`src/rtl/id_ex_stage_if.sv`:
```
// ID/EX stage bus: pipeline control, decoded ID operands, forwarding sources
// and the forwarded EX-side outputs. The stage uses the slave view and the
// surrounding pipeline uses the master view.
interface id_ex_stage_if #(
   parameter int N  = 32,
   parameter int RW = 5
);
   // pipeline control
   logic          stall;
   logic          flush;
   // decoded instruction from ID
   logic          id_valid;
   logic [N-1:0]  id_pc;
   logic [RW-1:0] id_rs1;
   logic [RW-1:0] id_rs2;
   logic [RW-1:0] id_rd;
   logic [N-1:0]  id_rs1_data;
   logic [N-1:0]  id_rs2_data;
   logic [N-1:0]  id_imm;
   logic [3:0]    id_alu_sel;
   logic          id_alu_src;
   logic          id_reg_write;
   logic          id_mem_read;
   logic          id_mem_write;
   // forwarding sources
   logic [RW-1:0] exmem_rd;
   logic          exmem_reg_write;
   logic [N-1:0]  exmem_result;
   logic [RW-1:0] memwb_rd;
   logic          memwb_reg_write;
   logic [N-1:0]  memwb_result;
   // stage outputs
   logic          load_use_stall;
   logic          ex_valid;
   logic [N-1:0]  alu_a;
   logic [N-1:0]  alu_b;
   logic [3:0]    alu_sel;
   logic [4:0]    alu_shamt;
   logic [N-1:0]  ex_store_data;
   logic [RW-1:0] ex_rd;
   logic          ex_reg_write;
   logic          ex_mem_read;
   logic          ex_mem_write;
   logic [N-1:0]  ex_pc;

   modport slave (
      input  stall, flush, id_valid, id_pc, id_rs1, id_rs2, id_rd,
             id_rs1_data, id_rs2_data, id_imm, id_alu_sel, id_alu_src,
             id_reg_write, id_mem_read, id_mem_write,
             exmem_rd, exmem_reg_write, exmem_result,
             memwb_rd, memwb_reg_write, memwb_result,
      output load_use_stall, ex_valid, alu_a, alu_b, alu_sel, alu_shamt,
             ex_store_data, ex_rd, ex_reg_write, ex_mem_read, ex_mem_write, ex_pc
   );

   modport master (
      output stall, flush, id_valid, id_pc, id_rs1, id_rs2, id_rd,
             id_rs1_data, id_rs2_data, id_imm, id_alu_sel, id_alu_src,
             id_reg_write, id_mem_read, id_mem_write,
             exmem_rd, exmem_reg_write, exmem_result,
             memwb_rd, memwb_reg_write, memwb_result,
      input  load_use_stall, ex_valid, alu_a, alu_b, alu_sel, alu_shamt,
             ex_store_data, ex_rd, ex_reg_write, ex_mem_read, ex_mem_write, ex_pc
   );
endinterface

```
`src/rtl/id_ex_stage.sv`:
```
// ID/EX pipeline register with EX/MEM and MEM/WB operand forwarding and
// load-use hazard detection. Forwarding is purely combinational on the
// registered instruction, so operands follow the live forwarding sources
// even while the stage is stalled.
module id_ex_stage #(
   parameter int N  = 32,
   parameter int RW = 5
) (
   input logic          clk,
   input logic          rst,      // asynchronous, active-low
   id_ex_stage_if.slave bus
);
   // ALU opcode encoding is shared with the decoder; ADD is the idle opcode.
   localparam logic [3:0] ALU_ADD = 4'd0;

   typedef struct packed {
      logic          valid;
      logic [N-1:0]  pc;
      logic [RW-1:0] rs1;
      logic [RW-1:0] rs2;
      logic [RW-1:0] rd;
      logic [N-1:0]  rs1_data;
      logic [N-1:0]  rs2_data;
      logic [N-1:0]  imm;
      logic [3:0]    alu_sel;
      logic          alu_src;
      logic          reg_write;
      logic          mem_read;
      logic          mem_write;
   } ex_state_t;

   ex_state_t state_reg;
   ex_state_t state_next;
   ex_state_t bubble;
   ex_state_t captured;
   logic      load_use;

   // Load in EX whose destination is a source of the valid instruction in ID.
   always_comb begin
      load_use = state_reg.valid & state_reg.mem_read & (state_reg.rd != '0) &
                 bus.id_valid &
                 ((state_reg.rd == bus.id_rs1) | (state_reg.rd == bus.id_rs2));
   end

   // Bubble contents and the instruction image presented by ID.
   always_comb begin
      bubble             = '0;
      bubble.alu_sel     = ALU_ADD;
      captured           = '0;
      captured.valid     = bus.id_valid;
      captured.pc        = bus.id_pc;
      captured.rs1       = bus.id_rs1;
      captured.rs2       = bus.id_rs2;
      captured.rd        = bus.id_rd;
      captured.rs1_data  = bus.id_rs1_data;
      captured.rs2_data  = bus.id_rs2_data;
      captured.imm       = bus.id_imm;
      captured.alu_sel   = bus.id_alu_sel;
      captured.alu_src   = bus.id_alu_src;
      captured.reg_write = bus.id_reg_write;
      captured.mem_read  = bus.id_mem_read;
      captured.mem_write = bus.id_mem_write;
   end

   // Next-state priority: flush beats stall, stall beats the load-use bubble.
   always_comb begin
      state_next = state_reg;
      if (bus.flush) begin
         state_next = bubble;
      end else if (bus.stall) begin
         state_next = state_reg;
      end else if (load_use) begin
         state_next = bubble;
      end else begin
         state_next = captured;
      end
   end

   // Stage register; reset drops any held instruction immediately.
   always_ff @(posedge clk or negedge rst) begin
      if (!rst) begin
         state_reg         <= '0;
         state_reg.alu_sel <= ALU_ADD;
      end else begin
         state_reg <= state_next;
      end
   end

   // Operand forwarding: index 0 is rs1, index 1 is rs2. x0 never forwards.
   logic [1:0][RW-1:0] src_idx;
   logic [1:0][N-1:0]  src_data;
   logic [1:0][N-1:0]  fwd_data;

   assign src_idx[0]  = state_reg.rs1;
   assign src_idx[1]  = state_reg.rs2;
   assign src_data[0] = state_reg.rs1_data;
   assign src_data[1] = state_reg.rs2_data;

   generate
      for (genvar gi = 0; gi < 2; gi++) begin : g_fwd
         logic hit_exmem;
         logic hit_memwb;
         assign hit_exmem = bus.exmem_reg_write & (bus.exmem_rd != '0) &
                            (bus.exmem_rd == src_idx[gi]);
         assign hit_memwb = bus.memwb_reg_write & (bus.memwb_rd != '0) &
                            (bus.memwb_rd == src_idx[gi]);
         assign fwd_data[gi] = hit_exmem ? bus.exmem_result :
                               hit_memwb ? bus.memwb_result : src_data[gi];
      end
   endgenerate

   assign bus.load_use_stall = load_use;
   assign bus.ex_valid       = state_reg.valid;
   assign bus.alu_a          = fwd_data[0];
   assign bus.alu_b          = state_reg.alu_src ? state_reg.imm : fwd_data[1];
   assign bus.alu_shamt      = state_reg.alu_src ? state_reg.imm[4:0] : fwd_data[1][4:0];
   assign bus.ex_store_data  = fwd_data[1];
   assign bus.alu_sel        = state_reg.alu_sel;
   assign bus.ex_rd          = state_reg.rd;
   assign bus.ex_reg_write   = state_reg.reg_write;
   assign bus.ex_mem_read    = state_reg.mem_read;
   assign bus.ex_mem_write   = state_reg.mem_write;
   assign bus.ex_pc          = state_reg.pc;
endmodule

```
`src/flat_wrapper.sv`:
```
// flat-port wrapper written by rule: the top's interface ports become plain ports
module id_ex_stage_flat 
#(
   parameter int N  = 32,
   parameter int RW = 5
)
  (clk, rst, bus_stall, bus_flush, bus_id_valid, bus_id_pc, bus_id_rs1, bus_id_rs2, bus_id_rd, bus_id_rs1_data, bus_id_rs2_data, bus_id_imm, bus_id_alu_sel, bus_id_alu_src, bus_id_reg_write, bus_id_mem_read, bus_id_mem_write, bus_exmem_rd, bus_exmem_reg_write, bus_exmem_result, bus_memwb_rd, bus_memwb_reg_write, bus_memwb_result, bus_load_use_stall, bus_ex_valid, bus_alu_a, bus_alu_b, bus_alu_sel, bus_alu_shamt, bus_ex_store_data, bus_ex_rd, bus_ex_reg_write, bus_ex_mem_read, bus_ex_mem_write, bus_ex_pc);
  id_ex_stage_if #(.N(N), .RW(RW)) bus_i ();
  input logic clk;
  input logic rst;
  input wire logic [$bits(bus_i.stall)-1:0] bus_stall;
  input wire logic [$bits(bus_i.flush)-1:0] bus_flush;
  input wire logic [$bits(bus_i.id_valid)-1:0] bus_id_valid;
  input wire logic [$bits(bus_i.id_pc)-1:0] bus_id_pc;
  input wire logic [$bits(bus_i.id_rs1)-1:0] bus_id_rs1;
  input wire logic [$bits(bus_i.id_rs2)-1:0] bus_id_rs2;
  input wire logic [$bits(bus_i.id_rd)-1:0] bus_id_rd;
  input wire logic [$bits(bus_i.id_rs1_data)-1:0] bus_id_rs1_data;
  input wire logic [$bits(bus_i.id_rs2_data)-1:0] bus_id_rs2_data;
  input wire logic [$bits(bus_i.id_imm)-1:0] bus_id_imm;
  input wire logic [$bits(bus_i.id_alu_sel)-1:0] bus_id_alu_sel;
  input wire logic [$bits(bus_i.id_alu_src)-1:0] bus_id_alu_src;
  input wire logic [$bits(bus_i.id_reg_write)-1:0] bus_id_reg_write;
  input wire logic [$bits(bus_i.id_mem_read)-1:0] bus_id_mem_read;
  input wire logic [$bits(bus_i.id_mem_write)-1:0] bus_id_mem_write;
  input wire logic [$bits(bus_i.exmem_rd)-1:0] bus_exmem_rd;
  input wire logic [$bits(bus_i.exmem_reg_write)-1:0] bus_exmem_reg_write;
  input wire logic [$bits(bus_i.exmem_result)-1:0] bus_exmem_result;
  input wire logic [$bits(bus_i.memwb_rd)-1:0] bus_memwb_rd;
  input wire logic [$bits(bus_i.memwb_reg_write)-1:0] bus_memwb_reg_write;
  input wire logic [$bits(bus_i.memwb_result)-1:0] bus_memwb_result;
  output wire logic [$bits(bus_i.load_use_stall)-1:0] bus_load_use_stall;
  output wire logic [$bits(bus_i.ex_valid)-1:0] bus_ex_valid;
  output wire logic [$bits(bus_i.alu_a)-1:0] bus_alu_a;
  output wire logic [$bits(bus_i.alu_b)-1:0] bus_alu_b;
  output wire logic [$bits(bus_i.alu_sel)-1:0] bus_alu_sel;
  output wire logic [$bits(bus_i.alu_shamt)-1:0] bus_alu_shamt;
  output wire logic [$bits(bus_i.ex_store_data)-1:0] bus_ex_store_data;
  output wire logic [$bits(bus_i.ex_rd)-1:0] bus_ex_rd;
  output wire logic [$bits(bus_i.ex_reg_write)-1:0] bus_ex_reg_write;
  output wire logic [$bits(bus_i.ex_mem_read)-1:0] bus_ex_mem_read;
  output wire logic [$bits(bus_i.ex_mem_write)-1:0] bus_ex_mem_write;
  output wire logic [$bits(bus_i.ex_pc)-1:0] bus_ex_pc;
  assign bus_i.stall = bus_stall;
  assign bus_i.flush = bus_flush;
  assign bus_i.id_valid = bus_id_valid;
  assign bus_i.id_pc = bus_id_pc;
  assign bus_i.id_rs1 = bus_id_rs1;
  assign bus_i.id_rs2 = bus_id_rs2;
  assign bus_i.id_rd = bus_id_rd;
  assign bus_i.id_rs1_data = bus_id_rs1_data;
  assign bus_i.id_rs2_data = bus_id_rs2_data;
  assign bus_i.id_imm = bus_id_imm;
  assign bus_i.id_alu_sel = bus_id_alu_sel;
  assign bus_i.id_alu_src = bus_id_alu_src;
  assign bus_i.id_reg_write = bus_id_reg_write;
  assign bus_i.id_mem_read = bus_id_mem_read;
  assign bus_i.id_mem_write = bus_id_mem_write;
  assign bus_i.exmem_rd = bus_exmem_rd;
  assign bus_i.exmem_reg_write = bus_exmem_reg_write;
  assign bus_i.exmem_result = bus_exmem_result;
  assign bus_i.memwb_rd = bus_memwb_rd;
  assign bus_i.memwb_reg_write = bus_memwb_reg_write;
  assign bus_i.memwb_result = bus_memwb_result;
  assign bus_load_use_stall = bus_i.load_use_stall;
  assign bus_ex_valid = bus_i.ex_valid;
  assign bus_alu_a = bus_i.alu_a;
  assign bus_alu_b = bus_i.alu_b;
  assign bus_alu_sel = bus_i.alu_sel;
  assign bus_alu_shamt = bus_i.alu_shamt;
  assign bus_ex_store_data = bus_i.ex_store_data;
  assign bus_ex_rd = bus_i.ex_rd;
  assign bus_ex_reg_write = bus_i.ex_reg_write;
  assign bus_ex_mem_read = bus_i.ex_mem_read;
  assign bus_ex_mem_write = bus_i.ex_mem_write;
  assign bus_ex_pc = bus_i.ex_pc;
  id_ex_stage #(.N(N), .RW(RW)) u_core (.clk(clk), .rst(rst), .bus(bus_i));
endmodule
```
`config.mk`:
```
export PLATFORM = sky130hd
export DESIGN_NAME = id_ex_stage_flat
export DESIGN_NICKNAME = d
export VERILOG_FILES = /design/src/rtl/id_ex_stage_if.sv /design/src/rtl/id_ex_stage.sv /design/src/flat_wrapper.sv
export SDC_FILE = /design/constraint.sdc
export NUM_CORES = 1
export LEC_CHECK = 0
export CAP_MARGIN = 25
export CORE_MARGIN = 2
export CORE_UTILIZATION = 34
export CTS_CLUSTER_DIAMETER = 40
export CTS_CLUSTER_SIZE = 16
export DETAILED_ROUTE_END_ITERATION = 16
export GPL_TIMING_DRIVEN = 0
export HOLD_SLACK_MARGIN = 0.03
export PLACE_DENSITY = 0.68
export SYNTH_ARGS = -nofsm -noshare
export SYNTH_HDL_FRONTEND = slang
export SYNTH_SLANG_ARGS = --single-unit
```
`constraint.sdc`:
```
create_clock -name clk -period 3.1 [get_ports clk]
set_input_delay 0.62 -clock clk [delete_from_list [all_inputs] [get_ports clk]]
set_output_delay 0.62 -clock clk [all_outputs]
set_load 0.01 [all_outputs]
```
==> results.toml <==
[global_routing]
grt_pass1_wl_um = 66300
antenna_found_initial = 6
grt_start_max_net_pins = 111
grt.overflow.total = 0
grt_util_all_layers_pct = 28.1
grt_pass1_vias = 11000

[critical_path]
arrival_ns = 2.69
rr_worst_depth = 8
path_max_fanout = 8
path_common_cell = "buf_12"
worstSetupStartpointType = "primary input"
worstPathRequired_ns = 2.48
path_cells = "buf_8 -> or4_4 -> o211ai_4 -> buf_12 -> or2_4 -> buf_12 -> buf_12 -> buf_12 -> a31oi_4 -> mux2_4 -> buf_6"
critPathKind = "in -> out"
regToRegSetupSlack_ns = 0.44
cpPeakStageDelay_ns = 0.54
cpMaxStageDelayCell = "or4_4"
cp-end-kind = "output pin"

[power_and_ir_drop]
ir_drop_mv = 0.326
p_per_area_mw_per_mm2 = 373
p_leak_nw = 7.23

[synthesis]
ys_ff_latch = 152
yosys_warnings = 0
ys_seq_area_share_pct = 37.5
ys_top_cells_by_area = "dfrtp_1, o41ai_1, nand3b_1"
synth_edf_count = 0
postSynthCellCount = 1108
syn_nets = 1340
synth_top_area_share_pct = 37.5
synth-main-ff-cell = "dfrtp_1"
synth.distinct_cells = 33
async_reset_ff_share_pct = 100
avgSynthCellArea_um2 = 9.14
yosysTopAreaCell = "dfrtp_1"
synth_area_mm2 = 0.0101

[status]
status = "finished with violations"
violations = "setup timing"

[routing]
vias_per_cell = 5.45
wl_um = 45000
wl_per_cell_um = 22.8
drtPass1Iterations = 5
drtIter0Drc = 842
drc = 0
ant_nets = 0
vias = 10800

[clock_network]
cts.clk_slew.worst_paths_ns = 0.07
clk_latency_ns = 0.44
cts.sinks = 152
cts-root-buf = "clkbuf_16"
cts_buffer_depth = 2
cts_tree = "yes"
numCtsBuffers = 17
htree_levels = 4

[sta]
slew_violations = 0
slew_headroom_pct = 42.3
worst_slew_pin_slew_ns = 0.865
setup_viol = 41
hold_violations = 0
rsz0062_at_grt = "true"
final.period_utilization_pct = 107
tns_ns = -4.68
setup_ws_ns = -0.210
fmax_mhz = 302
fin_crit_ns = 3.31
skew_ns = 0.0122

[cells_and_area]
num-nets-final = 1801
syn2layout_area_growth_pct = 62.9
drive_above_1_share_pct = 28.8
largest_reg_flops = 64
fill_cells = 2563

[flow_run]
drv_cap = 0

[worst_hold_path]
min_path_type = "in -> async"

[floorplan]
die_area_mm2 = 0.0312
io_pins = 379
start_util_pct = 34.4
rows = 63
fp.dieW_um = 177
design.core.area_mm2 = 0.0295
dieHeight_um = 177

[place]
portBuffers = 376
gp_congestion = 0.873
dp_slack_ns = -1.45
dp_hpwl_um = 31800
## layer usage
layer	track usage, %	vias up	share of wire, %
li1	-	4837	-
met1	36.8	5328	41
met2	46.5	516	49
met3	5.12	83	7.0
met4	9.88	4	2.7
met5	0	-	0.058
## cell type report
cell class / count / area, um^2 / share of cell area [%]
plain buffers: 158 / 1060 / 6.42
clock inverters: 13 / 158 / 0.955
repair buffers: 445 / 4320 / 26.2
multi-input cells: 611 / 5520 / 33.4
well taps: 390 / 488 / 2.96
diodes: 5 / 12.5 / 0.0758
flip-flops and latches: 152 / 3810 / 23.1
inverters: 184 / 691 / 4.18
clock buffers: 19 / 453 / 2.74
## synthesized netlist by cell type, types with 10 or more instances
library cell	count
inv_1	184
dfrtp_1	152
o41ai_1	152
nand3b_1	109
clkbuf_1	93
buf_4	46
nand2_1	43
nor3_1	34
a21oi_1	33
nor2_1	33
mux2_2	32
mux2i_1	32
o21ai_1	32
or3_1	32
a31oi_4	20
xnor2_1	20
buf_2	17
a31oi_2	10
xor2_1	10
## cell families (layout without fill, tap and decap cells)
group | Yosys count | count (layout) | share of synthesized area, %
AND/OR/NAND/NOR | 264 | 264 | 15.5
AO/OA/AOI/OAI | 253 | 253 | 22.5
buffers and inverters | 345 | 819 | 15.2
flip-flops | 152 | 152 | 37.5
multiplexers | 64 | 64 | 6.72
other | 0 | 5 | 0
XOR/XNOR | 30 | 30 | 2.59
## critical path: cells and delay by family
family	cells	cell delay [ns]
buffers and inverters	6	0.78
and+or+nand+nor	2	0.66
AOI/OAI and AO/OA	2	0.32
muxes	1	0.30
## path summary, 6_finish.rpt
kind / from / end
max: bus_exmem_rd[3] / bus_alu_b[9]
min: rst / u_core.bus.ex_pc[23]$_DFFE_PN0P_
max reg2reg: u_core.bus.ex_rd[0]$_DFFE_PN0P_ / u_core.src_data[34]$_DFFE_PN0P_
min reg2reg: u_core.bus.alu_sel[3]$_DFFE_PN0P_ / u_core.bus.alu_sel[3]$_DFFE_PN0P_
max in group asynchronous: rst / u_core.src_data[55]$_DFFE_PN0P_
min in group clk: u_core.bus.alu_sel[3]$_DFFE_PN0P_ / u_core.bus.alu_sel[3]$_DFFE_PN0P_
## where the power goes
part / switching (W) / leakage [nW] / internal [W]
sequential: 0.0000959 / 2.02 / 0.00209
clock: 0.000977 / 0.298 / 0.00126
combinational: 0.000807 / 4.91 / 0.000928
total: 0.00188 / 7.23 / 0.00428
## cell usage in the layout (no fill, tap or decap), types with 22 or more instances in the layout
cell               n
clkdlybuf4s50_1  261
inv_1            184
o41ai_1          152
dfrtp_1          149
nand3b_1         109
buf_6             79
buf_4             74
clkbuf_1          73
buf_2             53
nand2_1           43
a31oi_4           32
mux2i_1           29
nor2_1            25
mux2_4            25
a21oi_1           22
## per-stage QoR
stage                     cell area (um^2)  power [W]  cells  hold WS (ns)  utilization (%)
after detailed placement             14400    0.00372   1876         0.463             48.9
after global routing                 16500    0.00638   1976        0.0696             56.0
after global placement               14400    0.00370   1874         0.456             48.8
after floorplan                      10100    0.00283   1108         0.324                -
final                                16500    0.00616   1977        0.0511             56.0
after CTS                            16200    0.00609   1960        0.0705             54.8
## timing repair
item	CTS	global route
setup endpoints to repair	130	101
gates cloned	4	1
setup buffers	50	16
pin swaps	37	24
hold buffers	0	0
gates resized for setup	623	122
Power figures use the tool's default switching activity.
